## config.mk

```make
export PLATFORM = sky130hd
export DESIGN_NAME = name_decoder
export DESIGN_NICKNAME = d
export VERILOG_FILES = /design/src/rtl/name_decoder.sv
export SDC_FILE = /design/constraint.sdc
export NUM_CORES = 1
export LEC_CHECK = 0
export CAP_MARGIN = 10
export CORE_MARGIN = 10
export CORE_UTILIZATION = 57
export CTS_CLUSTER_DIAMETER = 50
export DETAILED_ROUTE_END_ITERATION = 8
export GPL_TIMING_DRIVEN = 0
export PLACE_DENSITY = 0.8
export SYNTH_ARGS = -nofsm -noshare
export SYNTH_HDL_FRONTEND = slang
export SYNTH_SLANG_ARGS = --single-unit
```

## constraint.sdc

```tcl
create_clock -name clk -period 6 [get_ports clk]
set_input_delay 1.2 -clock clk [delete_from_list [all_inputs] [get_ports clk]]
set_output_delay 1.2 -clock clk [all_outputs]
set_load 0.01 [all_outputs]
```

## src/rtl/name_decoder.sv

```systemverilog
// Identifier name decoder: turns "__0HH" escapes back into the raw byte 0xHH
// and passes everything else through literally. Aborted escape prefixes are
// replayed from a small pending buffer, and the byte that broke the escape is
// held and re-parsed from IDLE once the replay is done.
module name_decoder #(
   parameter int CNT_W = 16
) (
   input  logic             clk,
   input  logic             rst,
   input  logic             in_valid,
   input  logic [7:0]       in_data,
   input  logic             in_last,
   output logic             in_ready,
   output logic             out_valid,
   output logic [7:0]       out_data,
   output logic             out_last,
   input  logic             out_ready,
   output logic [CNT_W-1:0] seq_count,
   output logic [CNT_W-1:0] lit_count
);

   typedef enum logic [2:0] {
      IDLE  = 3'd0,
      U1    = 3'd1,
      U2    = 3'd2,
      Z     = 3'd3,
      H1    = 3'd4,
      FLUSH = 3'd5
   } state_t;

   // {valid, nibble} for an ASCII hex digit
   function automatic logic [4:0] hex_decode(input logic [7:0] c);
      logic [4:0] r;
      r = 5'd0;
      if (c >= 8'h30 && c <= 8'h39)
         r = {1'b1, c[3:0]};
      else if ((c >= 8'h41 && c <= 8'h46) || (c >= 8'h61 && c <= 8'h66))
         r = {1'b1, c[3:0] + 4'd9};
      return r;
   endfunction

   state_t           state_reg, state_next;
   logic [7:0]       pend_reg [0:3];
   logic [7:0]       pend_next [0:3];
   logic [2:0]       pend_cnt_reg, pend_cnt_next;
   logic [1:0]       flush_idx_reg, flush_idx_next;
   logic             flush_last_reg, flush_last_next;
   logic [7:0]       held_reg, held_next;
   logic             held_last_reg, held_last_next;
   logic             held_valid_reg, held_valid_next;
   logic [3:0]       nib_reg, nib_next;
   logic             out_valid_reg, out_valid_next;
   logic [7:0]       out_data_reg, out_data_next;
   logic             out_last_reg, out_last_next;
   logic [CNT_W-1:0] seq_reg, seq_next;
   logic [CNT_W-1:0] lit_reg, lit_next;

   logic             can_load;
   logic             cur_fire;
   logic [7:0]       cur_data;
   logic             cur_last;
   logic [4:0]       cur_hex;
   logic [2:0]       last_idx;

   // State register
   always_ff @(posedge clk) begin
      if (rst)
         state_reg <= IDLE;
      else
         state_reg <= state_next;
   end

   // Pending prefix buffer, one register per slot
   generate
      for (genvar gi = 0; gi < 4; gi++) begin : g_pend
         // Capture an appended prefix byte; cleared by reset
         always_ff @(posedge clk) begin
            if (rst)
               pend_reg[gi] <= 8'h00;
            else
               pend_reg[gi] <= pend_next[gi];
         end
      end
   endgenerate

   // Datapath, output register and statistics counters
   always_ff @(posedge clk) begin
      if (rst) begin
         pend_cnt_reg   <= 3'd0;
         flush_idx_reg  <= 2'd0;
         flush_last_reg <= 1'b0;
         held_reg       <= 8'h00;
         held_last_reg  <= 1'b0;
         held_valid_reg <= 1'b0;
         nib_reg        <= 4'd0;
         out_valid_reg  <= 1'b0;
         out_data_reg   <= 8'h00;
         out_last_reg   <= 1'b0;
         seq_reg        <= '0;
         lit_reg        <= '0;
      end else begin
         pend_cnt_reg   <= pend_cnt_next;
         flush_idx_reg  <= flush_idx_next;
         flush_last_reg <= flush_last_next;
         held_reg       <= held_next;
         held_last_reg  <= held_last_next;
         held_valid_reg <= held_valid_next;
         nib_reg        <= nib_next;
         out_valid_reg  <= out_valid_next;
         out_data_reg   <= out_data_next;
         out_last_reg   <= out_last_next;
         seq_reg        <= seq_next;
         lit_reg        <= lit_next;
      end
   end

   // Handshake and current-byte selection (held byte takes priority over input)
   always_comb begin
      can_load = !out_valid_reg || out_ready;
      in_ready = !rst && can_load && (state_reg != FLUSH) && !held_valid_reg;
      cur_data = held_valid_reg ? held_reg : in_data;
      cur_last = held_valid_reg ? held_last_reg : in_last;
      cur_fire = held_valid_reg ? (can_load && state_reg == IDLE)
                                : (in_valid && in_ready);
      cur_hex  = hex_decode(cur_data);
      last_idx = pend_cnt_reg - 3'd1;
   end

   // Next-state and datapath update
   always_comb begin
      state_next      = state_reg;
      for (int i = 0; i < 4; i++) pend_next[i] = pend_reg[i];
      pend_cnt_next   = pend_cnt_reg;
      flush_idx_next  = flush_idx_reg;
      flush_last_next = flush_last_reg;
      held_next       = held_reg;
      held_last_next  = held_last_reg;
      held_valid_next = held_valid_reg;
      nib_next        = nib_reg;
      out_valid_next  = out_valid_reg && !out_ready;
      out_data_next   = out_data_reg;
      out_last_next   = out_last_reg;
      seq_next        = seq_reg;
      lit_next        = lit_reg;

      if (state_reg == FLUSH) begin
         // Replay one pending byte per free output slot
         if (can_load) begin
            out_valid_next = 1'b1;
            out_data_next  = pend_reg[flush_idx_reg];
            out_last_next  = flush_last_reg && ({1'b0, flush_idx_reg} == last_idx);
            if ({1'b0, flush_idx_reg} == last_idx) begin
               state_next      = IDLE;
               pend_cnt_next   = 3'd0;
               flush_idx_next  = 2'd0;
               flush_last_next = 1'b0;
            end else begin
               flush_idx_next = flush_idx_reg + 2'd1;
            end
         end
      end else if (cur_fire) begin
         held_valid_next = 1'b0;
         case (state_reg)
            IDLE: begin
               if (cur_data == 8'h5F) begin
                  pend_next[pend_cnt_reg[1:0]] = cur_data;
                  pend_cnt_next = pend_cnt_reg + 3'd1;
                  state_next    = U1;
               end else begin
                  out_valid_next = 1'b1;
                  out_data_next  = cur_data;
                  out_last_next  = cur_last;
               end
            end
            U1: begin
               if (cur_data == 8'h5F) begin
                  pend_next[pend_cnt_reg[1:0]] = cur_data;
                  pend_cnt_next = pend_cnt_reg + 3'd1;
                  state_next    = U2;
               end else begin
                  held_valid_next = 1'b1;
               end
            end
            U2: begin
               if (cur_data == 8'h5F) begin
                  if (cur_last) begin
                     pend_next[pend_cnt_reg[1:0]] = cur_data;
                     pend_cnt_next = pend_cnt_reg + 3'd1;
                  end else begin
                     // Oldest underscore of a run is plain text
                     out_valid_next = 1'b1;
                     out_data_next  = 8'h5F;
                     out_last_next  = 1'b0;
                  end
               end else if (cur_data == 8'h30) begin
                  pend_next[pend_cnt_reg[1:0]] = cur_data;
                  pend_cnt_next = pend_cnt_reg + 3'd1;
                  state_next    = Z;
               end else begin
                  held_valid_next = 1'b1;
               end
            end
            Z: begin
               if (cur_hex[4]) begin
                  pend_next[pend_cnt_reg[1:0]] = cur_data;
                  pend_cnt_next = pend_cnt_reg + 3'd1;
                  nib_next      = cur_hex[3:0];
                  state_next    = H1;
               end else begin
                  held_valid_next = 1'b1;
               end
            end
            H1: begin
               if (cur_hex[4]) begin
                  out_valid_next = 1'b1;
                  out_data_next  = {nib_reg, cur_hex[3:0]};
                  out_last_next  = cur_last;
                  pend_cnt_next  = 3'd0;
                  state_next     = IDLE;
                  if (seq_reg != '1) seq_next = seq_reg + 1'b1;
               end else begin
                  held_valid_next = 1'b1;
               end
            end
            default: state_next = IDLE;
         endcase

         if (held_valid_next) begin
            // Mismatch: keep the breaking byte, replay the prefix first
            held_next       = cur_data;
            held_last_next  = cur_last;
            state_next      = FLUSH;
            flush_idx_next  = 2'd0;
            flush_last_next = 1'b0;
            if (lit_reg != '1) lit_next = lit_reg + 1'b1;
         end else if (cur_last && pend_cnt_next != 3'd0) begin
            // Name ends inside a prefix: replay all of it, last flag on the end
            state_next      = FLUSH;
            flush_idx_next  = 2'd0;
            flush_last_next = 1'b1;
            if (lit_reg != '1) lit_next = lit_reg + 1'b1;
         end
      end
   end

   assign out_valid = out_valid_reg;
   assign out_data  = out_data_reg;
   assign out_last  = out_last_reg;
   assign seq_count = seq_reg;
   assign lit_count = lit_reg;

endmodule

```

==> flow_summary.toml, run 1 <==
[final_layout]
share_of_post_route_cells_with_drive_strength_above_1 = 0.0799
finalNetCount = 746
num_antenna_cells = 0
areaGrowthSynthToFinish_pct = 16.3
largest_register_ffs = 32
mostFrequentLayoutCell = "nor2_1"
final_core_util = 0.681
fillCellCount = 781
most-common-layout-cells = "nor2_1 (114), dfxtp_1 (99), a21oi_1 (66)"

[clock_tree]
htree_num_levels = 3
ctsHoldBuffers = 0
cts_buffer_depth = 2
cts-buffers-inserted = 9
clk_latency_ns = 0.39
clkTransAtPathRegs_ns = 0.11
clkSinkCount = 99
tritoncts = "done"
cts_root_buf = "clkbuf_8"
ctsResizeCount = 0
postCtsSetupRepairBufs = 0

[setup_path]
critPathArrivalTime_ns = 5.81
r2r_start = "held_valid_reg"
reg2reg_depth = 18
reg2reg_to = "lit_count[15]"
critical_path_peak_fanout = 9
setup.worst_path.class = "in -> reg"
kind_of_start_point_of_the_critical_path = "input pin"
required_ns = 6.28
cp-end-kind = "flip-flop"
rrSetupSlack_ns = 0.75

[pwr]
power.share.switching = 0.281
design_power_total_mw = 1.20
cellLeakagePower_nw = 2.20
power_frac_comb = 0.100
power.ir.vdd_worst_uv = 127
switching_power_mw = 0.338
share_of_total_power_in_sequential_cells = 0.554
internal_power_mw = 0.866
clock_power_share = 0.346
power-per-cell-area_nw_per_um2 = 192

[sta]
setup_viol = 0
fin_worst_hold_slack_ns = 0.492
final_hold_viol_count = 0
min_period_over_period = 0.922
post-route-min-period_ns = 5.53
rsz0062_at_grt = "false"
setup-tns-final_ns = 0
maxSlewViolCount = 0
slew_headroom = 0.324
transition_time_at_the_pin_with_the_least_slew_margin_ns = 0.998
fmax_mhz = 181
final.setup_skew_ns = 0.0167

[route]
drt.antenna.violating_nets = 0
drt_first_pass_iters = 5
drt_iter0_markers = 612
wirelength_um = 15300
drt-vias-per-instance = 6.20
drc_errors = 0
average_wire_per_standard_cell_um = 18.3
routed-via-count = 5193

[die]
design.core.area_um2 = 9200
initial_cell_density_of_the_core = 0.585
design.die.area_um2 = 13700
row_count = 35
io_pins = 56
fp.dieH_um = 117
die_w_um = 117

[placement]
port-buffer-count = 55
gp_congestion = 0.955
place.detailed.hpwl_um = 11300

[synthesis]
synth_seq_cells = 99
synth-seq-area-share = 0.368
syn-num-nets = 680
ys_warn_count = 0
synth-edff-count = 0
synth-async-reset-ratio = 0
synth_flop_cell = "dfxtp_1"
syn_inst = 655
yosys.cell_types.count = 73
synth_area_um2 = 5380
post_synth.cell_area_avg_um2 = 8.21

[global_routing]
pin_count_of_the_biggest_net_entering_global_routing = 19
globalRoute.totalOverflow = 0
total_global_route_track_usage = 0.230
via_count_of_the_first_global_routing_pass = 4961
grt_antenna_before_repair = 0
global_route_wire_length_before_repair_um = 25100

[outcome]
status = "finished, final reports clean"

[min_path]
min_path_cells = 1
hold_path.class = "reg -> reg"
timing.hold.worst_endpoint = "pend_reg[0][7]"
timing.hold.worst.start = "pend_reg[0][7]"

[job]
max_cap_violations = 0
## cell usage after synthesis (4+ instances only)
cell type  instances  share of area
nor2_1           114          0.080
dfxtp_1           99           0.37
a21oi_1           66          0.061
nor3_1            37          0.034
nand2_1           36          0.025
clkbuf_1          31          0.022
o21ai_0           27          0.025
nand3_1           18          0.017
mux2i_1           13          0.024
nor2b_1           13          0.015
xnor2_1           13          0.021
and3_1            12          0.014
ha_1              12          0.028
inv_1             11         0.0077
o22ai_1           10          0.012
or3_1             10          0.012
mux4_2             8          0.033
mux2_1             7          0.015
mux2_2             7          0.015
xor2_1             7          0.011
a211oi_1           6         0.0084
nand4_1            6         0.0070
nand2b_1           5         0.0058
or2_2              5         0.0058
a31oi_1            4         0.0047
and2_1             4         0.0047
buf_2              4         0.0037
clkinv_1           4         0.0028
nand3b_1           4         0.0056
## worst max-delay path: stages
cell and delay, ns:
clkdlybuf4s50_1 0.43, mux2i_1 0.48, clkinv_1 0.49, ha_1 0.35
nand2b_1 0.17, a2111oi_4 0.28, o32ai_4 0.20, inv_2 0.15
ha_1 0.23, o21ai_0 0.16, a21boi_0 0.14, a31oi_1 0.19
o22ai_1 0.18, a31o_2 0.35, a21oi_4 0.32, nand4_1 0.16
mux2_1 0.33
## logic make-up after synthesis
group / after synthesis / share of synthesized area
buf+inv: 55 / 0.0414
compound gates: 150 / 0.183
flops: 99 / 0.368
xor+xnor: 20 / 0.0326
mux: 36 / 0.0895
simple gates: 283 / 0.258
fa+ha+maj: 12 / 0.0279
## final cells by class
class                      instances  area, µm²  area share
clock buffer                      10        128      0.0204
clock inverter                     6       61.3     0.00980
timing repair buffer              55        551      0.0880
multi-input combinational        501       3180       0.507
buffer                            39        163      0.0260
tap                              111        139      0.0222
sequential                        99       1980       0.317
inverter                          16       60.1     0.00960
## worst max path at each step
stage	cells past startpoint	slack, ns	to	start
after global routing	17	0.06	lit_count[3]	in_data[0]
after detailed placement	17	0.12	lit_count[15]	in_data[0]
after global placement	17	0.15	lit_count[3]	in_data[0]
after floorplan	16	1.31	lit_count[8]	in_data[0]
after CTS	17	0.52	lit_count[15]	in_data[0]
final	17	0.47	lit_count[15]	in_data[0]
## power by group through the flow
stage / Combinational, mW / Sequential (mW) / Clock (mW)
2_1_floorplan: 0.0707 / 0.683 / 0
3_3_place_gp: 0.116 / 0.682 / 0
3_5_place_dp: 0.118 / 0.682 / 0
4_1_cts: 0.119 / 0.667 / 0.419
5_1_grt: 0.131 / 0.668 / 0.448
6_report: 0.121 / 0.667 / 0.417
## layer usage
| metal | GRT usage | up-vias | share of wire |
|---|---|---|---|
| met3 | 0.0566 | 41 | 0.091 |
| met4 | 0.0972 | 0 | 0.028 |
| li1 | - | 2476 | - |
| met5 | 0 | - | 0 |
| met2 | 0.360 | 245 | 0.46 |
| met1 | 0.294 | 2431 | 0.42 |
## stage by stage
stage                     instance area (µm²)  instances  worst slack, ns
after CTS                                6260        837            0.522
after global placement                   6070        821            0.149
final                                    6260        837            0.468
after detailed placement                 6070        821            0.124
after floorplan                          5380        655             1.31
after global routing                     6260        837           0.0628
(Power assumes the default switching activity.)
==> run 2, diff against run 1 <==
--- a/config.mk
+++ b/config.mk
@@ -12,6 +12,7 @@
 export DETAILED_ROUTE_END_ITERATION = 8
 export GPL_TIMING_DRIVEN = 0
 export PLACE_DENSITY = 0.8
+export SETUP_SLACK_MARGIN = 0.3
 export SYNTH_ARGS = -nofsm -noshare
 export SYNTH_HDL_FRONTEND = slang
 export SYNTH_SLANG_ARGS = --single-unit
==> constraint.sdc (replaced) <==
create_clock -name clk -period 5.11 [get_ports clk]
set_input_delay 1.022 -clock clk [delete_from_list [all_inputs] [get_ports clk]]
set_output_delay 1.022 -clock clk [all_outputs]
set_load 0.01 [all_outputs]
==> run 2 against run 1 <==
Combinational power up 25%; cell count up 1.7%; flip-flop and latch count unchanged; global-route usage about the same; clock skew down 0.0028 ns; register-to-register slack worse by 0.23 ns; hold slack about the same; clock power up 18%; critical path type is now reg -> reg; largest cell class unchanged; largest power group unchanged.
==> flow_summary.toml, run 2 (same netlist as run 1, synthesis figures left out) <==
[outcome]
status = "finished, final reports clean"

[sta]
fmax_mhz = 218
maxSlewViolCount = 0
slew_headroom = 0.285
rsz0062_at_grt = "false"
final.setup_skew_ns = 0.0139
final_hold_viol_count = 0
post-route-min-period_ns = 4.59
min_period_over_period = 0.898
setup_viol = 0
transition_time_at_the_pin_with_the_least_slew_margin_ns = 1.06

[placement]
place_inst = 821
gp_congestion = 0.955
port-buffer-count = 55
place.detailed.hpwl_um = 11300

[final_layout]
seq_area_um2 = 1980
multiInputGateArea_um2 = 3230
fillCellCount = 761
finalNetCount = 760
share_of_post_route_cells_with_drive_strength_above_1 = 0.107
largest_register_ffs = 32
most-common-layout-cells = "nor2_1 (114), dfxtp_1 (99), a21oi_1 (66)"
final_cell_count_no_fill = 851
num_antenna_cells = 0
mostFrequentLayoutCell = "nor2_1"
areaGrowthSynthToFinish_pct = 19.5

[die]
fp.dieH_um = 117
die_w_um = 117
design.core.area_um2 = 9200
initial_cell_density_of_the_core = 0.585
io_pins = 56
design.die.area_um2 = 13700
row_count = 35

[route]
drt-vias-per-instance = 6.20
drt_iter0_markers = 565
drt_first_pass_iters = 5
wirelength_um = 15700
drc_errors = 0
routed-via-count = 5279
average_wire_per_standard_cell_um = 18.5
drt.antenna.violating_nets = 0

[min_path]
hold_path.class = "reg -> reg"

[pwr]
internal_power_mw = 1.02
power-per-cell-area_nw_per_um2 = 222
power.share.switching = 0.283
design_power_total_mw = 1.43
share_of_total_power_in_sequential_cells = 0.549
power.ir.vdd_worst_uv = 149
switching_power_mw = 0.403
clock_power_share = 0.344
power_frac_comb = 0.106
cellLeakagePower_nw = 2.29

[setup_path]
required_ns = 5.39
path_buf_inv = 4
critical_path_peak_fanout = 10
critical-path-max-stage-delay_ns = 0.43
kind_of_start_point_of_the_critical_path = "flip-flop"
worst_path_dominant_cell_family = "compound AO/OA/AOI/OAI gates"
cpMaxStageDelayCell = "dfxtp_1"
cp-end-kind = "flip-flop"
worstPathCellList = "buf_6 -> buf_2 -> mux2i_4 -> clkinv_4 -> ha_1 -> nand2b_1 -> a2111oi_4 -> o32ai_4 -> inv_2 -> ha_1 -> o21ai_0 -> o31a_1 -> a31oi_1 -> o22ai_2 -> a31o_4 -> a21oi_4 -> nand4_1 -> mux2_1"
critPathArrivalTime_ns = 4.88
crit_top_cell = "ha_1"
setup.worst_path.class = "reg -> reg"

[global_routing]
groute.layer.met2.usage = 0.363
gr-max-usage-layer = "met2"
pin_count_of_the_biggest_net_entering_global_routing = 19
grt_antenna_before_repair = 0
total_global_route_track_usage = 0.230
global_route_wire_length_before_repair_um = 25200
globalRoute.totalOverflow = 0
use_met1 = 0.295
via_count_of_the_first_global_routing_pass = 4964
grtUsageMet3 = 0.0550

[clock_tree]
clkTransAtPathRegs_ns = 0.11
tritoncts = "done"
cts-buffers-inserted = 9
clkSinkCount = 99
clk_latency_ns = 0.38
htree_num_levels = 3
cts_root_buf = "clkbuf_8"
cts_buffer_depth = 2

[job]
max_cap_violations = 0
[run 2: cell types whose count changed in the layout (fill, tap and decap cells not counted), sizes merged]
cell / delta
dlymetal6s2s: +1
buf: +14
clkinv: -1
inv: +1
clkdlybuf4s50: -1
[run 2: power groups by stage]
| stage | Clock (mW) | Combinational, mW | Sequential, mW |
|---|---|---|---|
| after global placement | 0 | 0.136 | 0.801 |
| after CTS | 0.492 | 0.140 | 0.783 |
| after global routing | 0.526 | 0.163 | 0.784 |
| after floorplan | 0 | 0.0830 | 0.802 |
| after detailed placement | 0 | 0.138 | 0.801 |
| final | 0.491 | 0.151 | 0.783 |
[run 2: stage by stage]
step           hold slack (ns)  TNS, ns  utilization  setup WS, ns  instance area [µm²]
3_3_place_gp             0.464    -8.24        0.660        -0.563                 6070
2_1_floorplan            0.447        0            -         0.601                 5380
4_1_cts                  0.492        0        0.682         0.303                 6270
6_report                 0.492        0        0.699         0.519                 6430
5_1_grt                  0.508        0        0.699         0.265                 6430
3_5_place_dp             0.474   -10.25        0.660        -0.588                 6070
[run 2: path summary, 6_finish.rpt]
check | startpoint | end | slack [ns] | cells past startpoint
max | held_valid_reg | lit_count[15] | 0.52 | 18
min | pend_reg[0][7] | pend_reg[0][7] | 0.49 | 1
max reg2reg | held_valid_reg | lit_count[15] | 0.52 | 18
min reg2reg | pend_reg[0][7] | pend_reg[0][7] | 0.49 | 1
[run 2: cell type report]
class                      count  area share
buffer                        39      0.0253
clock buffer                  10      0.0199
clock inverter                 6     0.00954
inverter                      16      0.0101
multi-input combinational    501       0.503
sequential                    99       0.308
tap                          111      0.0216
timing repair buffer          69       0.102
[run 2: repair_timing]
action                                  4_1_cts  5_1_grt
hold buffers                                  0        0
resized for setup                             3       14
buffers inserted                              0       14
pin swaps                                     1        8
endpoints found under the setup margin       27       33
[run 2: metal layers]
metal,routed length (µm),vias up
met1,6460,2468
met3,1510,44
li1,-,2501
met4,452,0
met2,7320,266
met5,0,-
